[config.mk]
export PLATFORM = sky130hd
export DESIGN_NAME = pipe_stage_elastic
export DESIGN_NICKNAME = d
export VERILOG_FILES = /design/src/rtl/pipe_pkg.sv /design/src/rtl/pipe_skid_buf.sv /design/src/rtl/pipe_stage_elastic.sv
export SDC_FILE = /design/constraint.sdc
export NUM_CORES = 1
export LEC_CHECK = 0
export ABC_AREA = 1
export CAP_MARGIN = 10
export CORE_UTILIZATION = 42
export CTS_CLUSTER_DIAMETER = 50
export DETAILED_ROUTE_END_ITERATION = 8
export PLACE_DENSITY = 0.81
export SETUP_SLACK_MARGIN = 0.5
export SLEW_MARGIN = 0
export SYNTH_ARGS = -nofsm -noshare
export SYNTH_HDL_FRONTEND = slang
export SYNTH_HIERARCHICAL = 1
export SYNTH_SLANG_ARGS = --single-unit
[constraint.sdc]
create_clock -name clock -period 1.8 [get_ports clock]
set_clock_uncertainty 0.1 [all_clocks]
set_input_delay 0.18 -clock clock [delete_from_list [all_inputs] [get_ports clock]]
set_output_delay 0.18 -clock clock [all_outputs]
set_load 0.005 [all_outputs]
[src/rtl/pipe_pkg.sv]
// Shared constants for the elastic pipeline stage: default widths, field/ctrl indices, skid state encoding.
package pipe_pkg;

    localparam int PIPE_DATA_W     = 32;
    localparam int PIPE_NUM_FIELDS = 5;
    localparam int PIPE_CTRL_W     = 3;

    localparam int FLD_PC    = 0;
    localparam int FLD_OP1   = 1;
    localparam int FLD_OP2   = 2;
    localparam int FLD_SEXT  = 3;
    localparam int FLD_INSTR = 4;

    localparam int CTRL_REG_WRITE   = 0;
    localparam int CTRL_REG_DST     = 1;
    localparam int CTRL_MEM_REG_DST = 2;

    typedef enum logic [1:0] {
        SKID_EMPTY = 2'd0,
        SKID_ONE   = 2'd1,
        SKID_FULL  = 2'd2
    } skid_state_e;

endpackage

[src/rtl/pipe_skid_buf.sv]
// One storage entry (data + ctrl + valid); clear takes priority over load and only drops the valid bit.
module pipe_skid_buf #(
    parameter int DW     = 160,
    parameter int CTRL_W = 3
) (
    input  logic              clock,
    input  logic              reset_n,
    input  logic              load,
    input  logic              clear,
    input  logic [DW-1:0]     in_data,
    input  logic [CTRL_W-1:0] in_ctrl,
    output logic              valid,
    output logic [DW-1:0]     data,
    output logic [CTRL_W-1:0] ctrl
);

    logic              valid_q, valid_d;
    logic [DW-1:0]     data_q, data_d;
    logic [CTRL_W-1:0] ctrl_q, ctrl_d;

    always_comb begin
        valid_d = valid_q;
        data_d  = data_q;
        ctrl_d  = ctrl_q;
        if (clear) begin
            valid_d = 1'b0;
        end else if (load) begin
            valid_d = 1'b1;
            data_d  = in_data;
            ctrl_d  = in_ctrl;
        end
    end

    always_ff @(posedge clock or negedge reset_n) begin
        if (!reset_n) begin
            valid_q <= 1'b0;
            data_q  <= '0;
            ctrl_q  <= '0;
        end else begin
            valid_q <= valid_d;
            data_q  <= data_d;
            ctrl_q  <= ctrl_d;
        end
    end

    assign valid = valid_q;
    assign data  = data_q;
    assign ctrl  = ctrl_q;

endmodule

[src/rtl/pipe_stage_elastic.sv]
// Elastic pipeline stage register with valid/ready, flush-to-bubble and a saturating stall counter.
// Define PIPE_SKID_EN to add a second (skid) entry and make in_ready a registered signal.
module pipe_stage_elastic
    import pipe_pkg::*;
#(
    parameter int DATA_W      = PIPE_DATA_W,
    parameter int NUM_FIELDS  = PIPE_NUM_FIELDS,
    parameter int CTRL_W      = PIPE_CTRL_W,
    parameter int STALL_CNT_W = 16
) (
    input  logic                         clock,
    input  logic                         reset_n,
    input  logic                         in_valid,
    output logic                         in_ready,
    input  logic [NUM_FIELDS*DATA_W-1:0] in_data,
    input  logic [CTRL_W-1:0]            in_ctrl,
    input  logic                         flush,
    output logic                         out_valid,
    input  logic                         out_ready,
    output logic [NUM_FIELDS*DATA_W-1:0] out_data,
    output logic [CTRL_W-1:0]            out_ctrl,
    input  logic                         stall_clr,
    output logic [STALL_CNT_W-1:0]       stall_count
);

    localparam int DW = NUM_FIELDS * DATA_W;

    logic              in_xfer, out_xfer;
    logic              main_valid, main_load, main_clear;
    logic [DW-1:0]     main_data, main_in_data;
    logic [CTRL_W-1:0] main_ctrl, main_in_ctrl;
    logic [STALL_CNT_W-1:0] stall_q, stall_d;

    assign in_xfer  = in_valid & in_ready;
    assign out_xfer = main_valid & out_ready;

`ifdef PIPE_SKID_EN
    logic              skid_valid, skid_load, skid_clear;
    logic [DW-1:0]     skid_data;
    logic [CTRL_W-1:0] skid_ctrl;
    skid_state_e       state;

    // Occupancy is fully described by the two entry valid bits, so the state is decoded rather than stored.
    assign state    = skid_valid ? SKID_FULL : (main_valid ? SKID_ONE : SKID_EMPTY);
    assign in_ready = ~skid_valid;

    always_comb begin
        main_load    = 1'b0;
        main_clear   = 1'b0;
        skid_load    = 1'b0;
        skid_clear   = 1'b0;
        main_in_data = in_data;
        main_in_ctrl = in_ctrl;
        case (state)
            SKID_EMPTY: main_load = in_xfer;
            SKID_ONE: begin
                if (in_xfer && out_xfer) begin
                    main_load = 1'b1;
                end else if (in_xfer) begin
                    skid_load = 1'b1;
                end else if (out_xfer) begin
                    main_clear = 1'b1;
                end
            end
            SKID_FULL: begin
                main_in_data = skid_data;
                main_in_ctrl = skid_ctrl;
                if (out_xfer) begin
                    main_load  = 1'b1;
                    skid_clear = 1'b1;
                end
            end
            default: ;
        endcase
        if (flush) begin
            main_load  = 1'b0;
            skid_load  = 1'b0;
            main_clear = 1'b1;
            skid_clear = 1'b1;
        end
    end

    pipe_skid_buf #(.DW(DW), .CTRL_W(CTRL_W)) u_skid (
        .clock   (clock),
        .reset_n (reset_n),
        .load    (skid_load),
        .clear   (skid_clear),
        .in_data (in_data),
        .in_ctrl (in_ctrl),
        .valid   (skid_valid),
        .data    (skid_data),
        .ctrl    (skid_ctrl)
    );
`else
    assign in_ready = ~main_valid | out_ready;

    // A word accepted during a flush is dropped even though in_ready was shown.
    always_comb begin
        main_in_data = in_data;
        main_in_ctrl = in_ctrl;
        main_load    = in_xfer & ~flush;
        main_clear   = flush | (out_xfer & ~in_xfer);
    end
`endif

    pipe_skid_buf #(.DW(DW), .CTRL_W(CTRL_W)) u_main (
        .clock   (clock),
        .reset_n (reset_n),
        .load    (main_load),
        .clear   (main_clear),
        .in_data (main_in_data),
        .in_ctrl (main_in_ctrl),
        .valid   (main_valid),
        .data    (main_data),
        .ctrl    (main_ctrl)
    );

    assign out_valid = main_valid;
    assign out_data  = main_data;
    assign out_ctrl  = main_valid ? main_ctrl : '0;

    always_comb begin
        stall_d = stall_q;
        if (stall_clr) begin
            stall_d = '0;
        end else if (main_valid && !out_ready && !(&stall_q)) begin
            stall_d = stall_q + 1'b1;
        end
    end

    always_ff @(posedge clock or negedge reset_n) begin
        if (!reset_n) begin
            stall_q <= '0;
        end else begin
            stall_q <= stall_d;
        end
    end

    assign stall_count = stall_q;

endmodule

==> results_dict.tcl <==
set metrics [dict create \
    final_common_cell "nand2_1" \
    p_leak_nw 7.25 \
    netlist-cell-type-count 25 \
    cts_buffers 17 \
    io_pins 350 \
    ys_seq_area_share_pct 59.4 \
    grt_max_degree 43 \
    synthXorXnorAreaFrac_pct 0.462 \
    grt_use_met1_pct 34.4 \
    path_cells "ha_2 > nand2_4 > nor2_4 > nand2_4 > o21ai_4 > nand2_4 > inv_8 > nand2_2 > nand2_2" \
    status "completed" \
    met2_usage_pct 50.8 \
    h-tree-depth 4 \
    grt_pass1_wl_um 42000 \
    crit_slowest_cell "dfrtp_1" \
    clkSlewWorstSetupHoldPaths_ns 0.07 \
    grt_overflow 0 \
    grt_antenna_before_repair 2 \
    switching_share_pct 28.3 \
    area_delta_synth_final_pct 79.9 \
    syn-cell-area_um2 7590 \
    synthMuxAreaShare_pct 0 \
    nets 1527 \
    synth-compound-area-share_pct 0.808 \
    worst_path_dominant_cell_family "simple AND/OR/NAND/NOR gates" \
    hold_viol_final 0 \
    use_met3_pct 7.87 \
    crit_buf_inv 1 \
    clock_path_buffers 2 \
    p_int_mw 9.08 \
    synthesis.nets 1042 \
    switchingPower_mw 3.59 \
    most-common-layout-cells "nand2_1 (358), dfrtp_1 (177), clkdlybuf4s50_1 (167), buf_4 (109), nand3_2 (94)" \
    dp.cells 1435 \
    avgViaCountPerCell 5.19 \
    grt.total_usage_pct 29.7 \
    cp_common_cell "nand2_4" \
    synthAdderAreaFrac_pct 0.165 \
    setup_viol 0 \
    hpwl_um 17900 \
    critPathRequiredTime_ns 2.06 \
    crit_cells 9 \
    vdd_ir_drop_max_uv 724 \
    routed_wl_um 29800 \
    min_period_ns 1.66 \
    cts_sinks 180 \
    gp_congestion 0.827 \
    cap_violations 0 \
    finalMaxSlewViolations 0 \
    tightest_slew_ns 0.382 \
    start_kind "flop" \
    die-area_um2 18600 \
    die_x_um 136 \
    die_h_um 136 \
    drtIter0Drc 481 \
    synth-simple-area-share_pct 33.3 \
    antenna_left 0 \
    synth.avg_cell_area_um2 8.70 \
    fmax_ghz 0.603 \
    io_buffers 349 \
    critPathKind "reg -> reg" \
    synthesis.instances 872 \
    grt_pass1_vias 7940 \
    pwr-share-seq_pct 40.8 \
    pwr-share-comb_pct 26.1 \
    rsz0062_at_grt "yes" \
    worstPathArrival_ns 1.92 \
    power_density_nw_per_um2 928 \
    synth_top_family_by_area "simple AND/OR/NAND/NOR gates" \
    drtPass1Iterations 5 \
    relSlewSlack_pct 74.5 \
    wl_per_cell_um 18.7 \
    fin_cells 1596 \
    rows 48 \
    fin_crit_sh_pct 92.1 \
    hold_class "in -> async" \
    pwr-share-clk_pct 33.1 \
    worst-path-max-fanout 7 \
    drive_above_1_share_pct 38.1 \
    tns_ns 0 \
    fillers 1112 \
    busiest_layer "met2" \
    drc_errors 0 \
    initial_core_util_pct 43.4 \
    vias 8282 \
    yosys_warnings 6 \
    ys_ff_latch 180 \
    cts_tree "done" \
    worst_path_largest_cell_delay_ns 0.37 \
    clk_latency_ns 0.43 \
    critical_path.endpoint_type "flop" \
    r2r_cells 9 \
    cts_root_buf "clkbuf_16" \
    coreArea_um2 17500 \
]
==> per-stage QoR <==
step	hold WS, ns	power, mW	worst slack [ns]	utilization, %	area (um^2)
final	0.108	12.7	0.141	78.1	13700
after CTS	0.0979	12.4	0.230	75.0	13100
after floorplan	-0.216	6.12	0.239	-	8060
after global routing	0.128	13.2	0.0535	78.1	13600
after global placement	-0.00478	8.34	-0.0392	68.6	12000
after detailed placement	-0.00911	8.43	-0.0721	68.6	12000
==> logic make-up (layout without fill, tap and decap cells) <==
group | count (synthesis) | after routing
AND/OR/NAND/NOR | 600 | 601
flip-flops | 180 | 180
buffers and inverters | 78 | 575
AO/OA/AOI/OAI | 9 | 9
XOR/XNOR | 4 | 4
adder cells (fa/ha/maj) | 1 | 1
other | 0 | 1
==> power by group through the flow <==
stage,sequential (mW),clock [mW],combinational (mW)
finish,5.16,4.19,3.31
floorplan,5.25,0,0.869
detailed placement,5.21,0,3.21
global placement,5.20,0,3.13
CTS,5.13,4.24,3.04
global route,5.24,4.38,3.57
==> flip-flops by register name (all words and copies together) (netlist names) <==
name	count
stall_count	16
u_main/ctrl	3
u_main/data	160
u_main/valid	1
==> timing repair <==
action                                  in CTS  in global routing
resized for setup                          468                256
cloned                                       7                  7
endpoints found under the setup margin     361                294
pin swaps                                   18                 25
hold buffers                                 1                  0
endpoints found under the hold margin      180                  0
buffers inserted                            71                 42
==> routing by layer <==
layer | part of all wire (%) | wire, um
met1 | 37 | 11000
met2 | 50 | 15100
met3 | 8.5 | 2550
met4 | 4.1 | 1240
met5 | 0.047 | 14
==> final timing paths <==
| check | start | to | slack [ns] |
|---|---|---|---|
| min | reset_n | u_main/data[120] | 0.11 |
| max | stall_count[1] | stall_count[10] | 0.14 |
| max in group asynchronous | reset_n | u_main/data[157] | 0.90 |
| min in group clock | in_data[46] | u_main/data[46] | 0.19 |
| min reg2reg | u_main/data[12] | u_main/data[12] | 0.37 |
| max reg2reg | stall_count[1] | stall_count[10] | 0.14 |
==> layout make-up <==
cell class	instances	area [um^2]	area share [%]
diodes	1	2.50	0.0183
clock buffers	19	443	3.24
clock inverters	13	219	1.60
inverters	21	96.3	0.706
multi-input cells	615	3300	24.2
flip-flops and latches	180	4510	33.0
well taps	225	282	2.06
repair buffers	521	4780	35.0
repair inverters	1	16.3	0.119
==> Yosys cell counts <==
master | instances | area share [%]
o21ai_4 | 1 | 0.21
buf_1 | 1 | 0.049
ha_1 | 1 | 0.16
xnor2_1 | 1 | 0.12
nor2_2 | 1 | 0.083
inv_2 | 2 | 0.099
o21ai_0 | 5 | 0.33
xor2_1 | 3 | 0.35
o21bai_1 | 2 | 0.20
nand4_1 | 8 | 0.66
buf_2 | 35 | 2.3
nor3_1 | 2 | 0.13
nor2_4 | 2 | 0.30
nand3_1 | 175 | 12
a21oi_1 | 1 | 0.066
nand2_1 | 391 | 19
dfrtp_1 | 180 | 59
nand2_2 | 1 | 0.083
or2_2 | 1 | 0.083
buf_6 | 9 | 1.3
nand2_4 | 1 | 0.15
clkinv_2 | 1 | 0.066
buf_4 | 12 | 1.2
nor2_1 | 18 | 0.89
inv_1 | 18 | 0.89
Note: power is estimated with default switching activity, not from simulation.
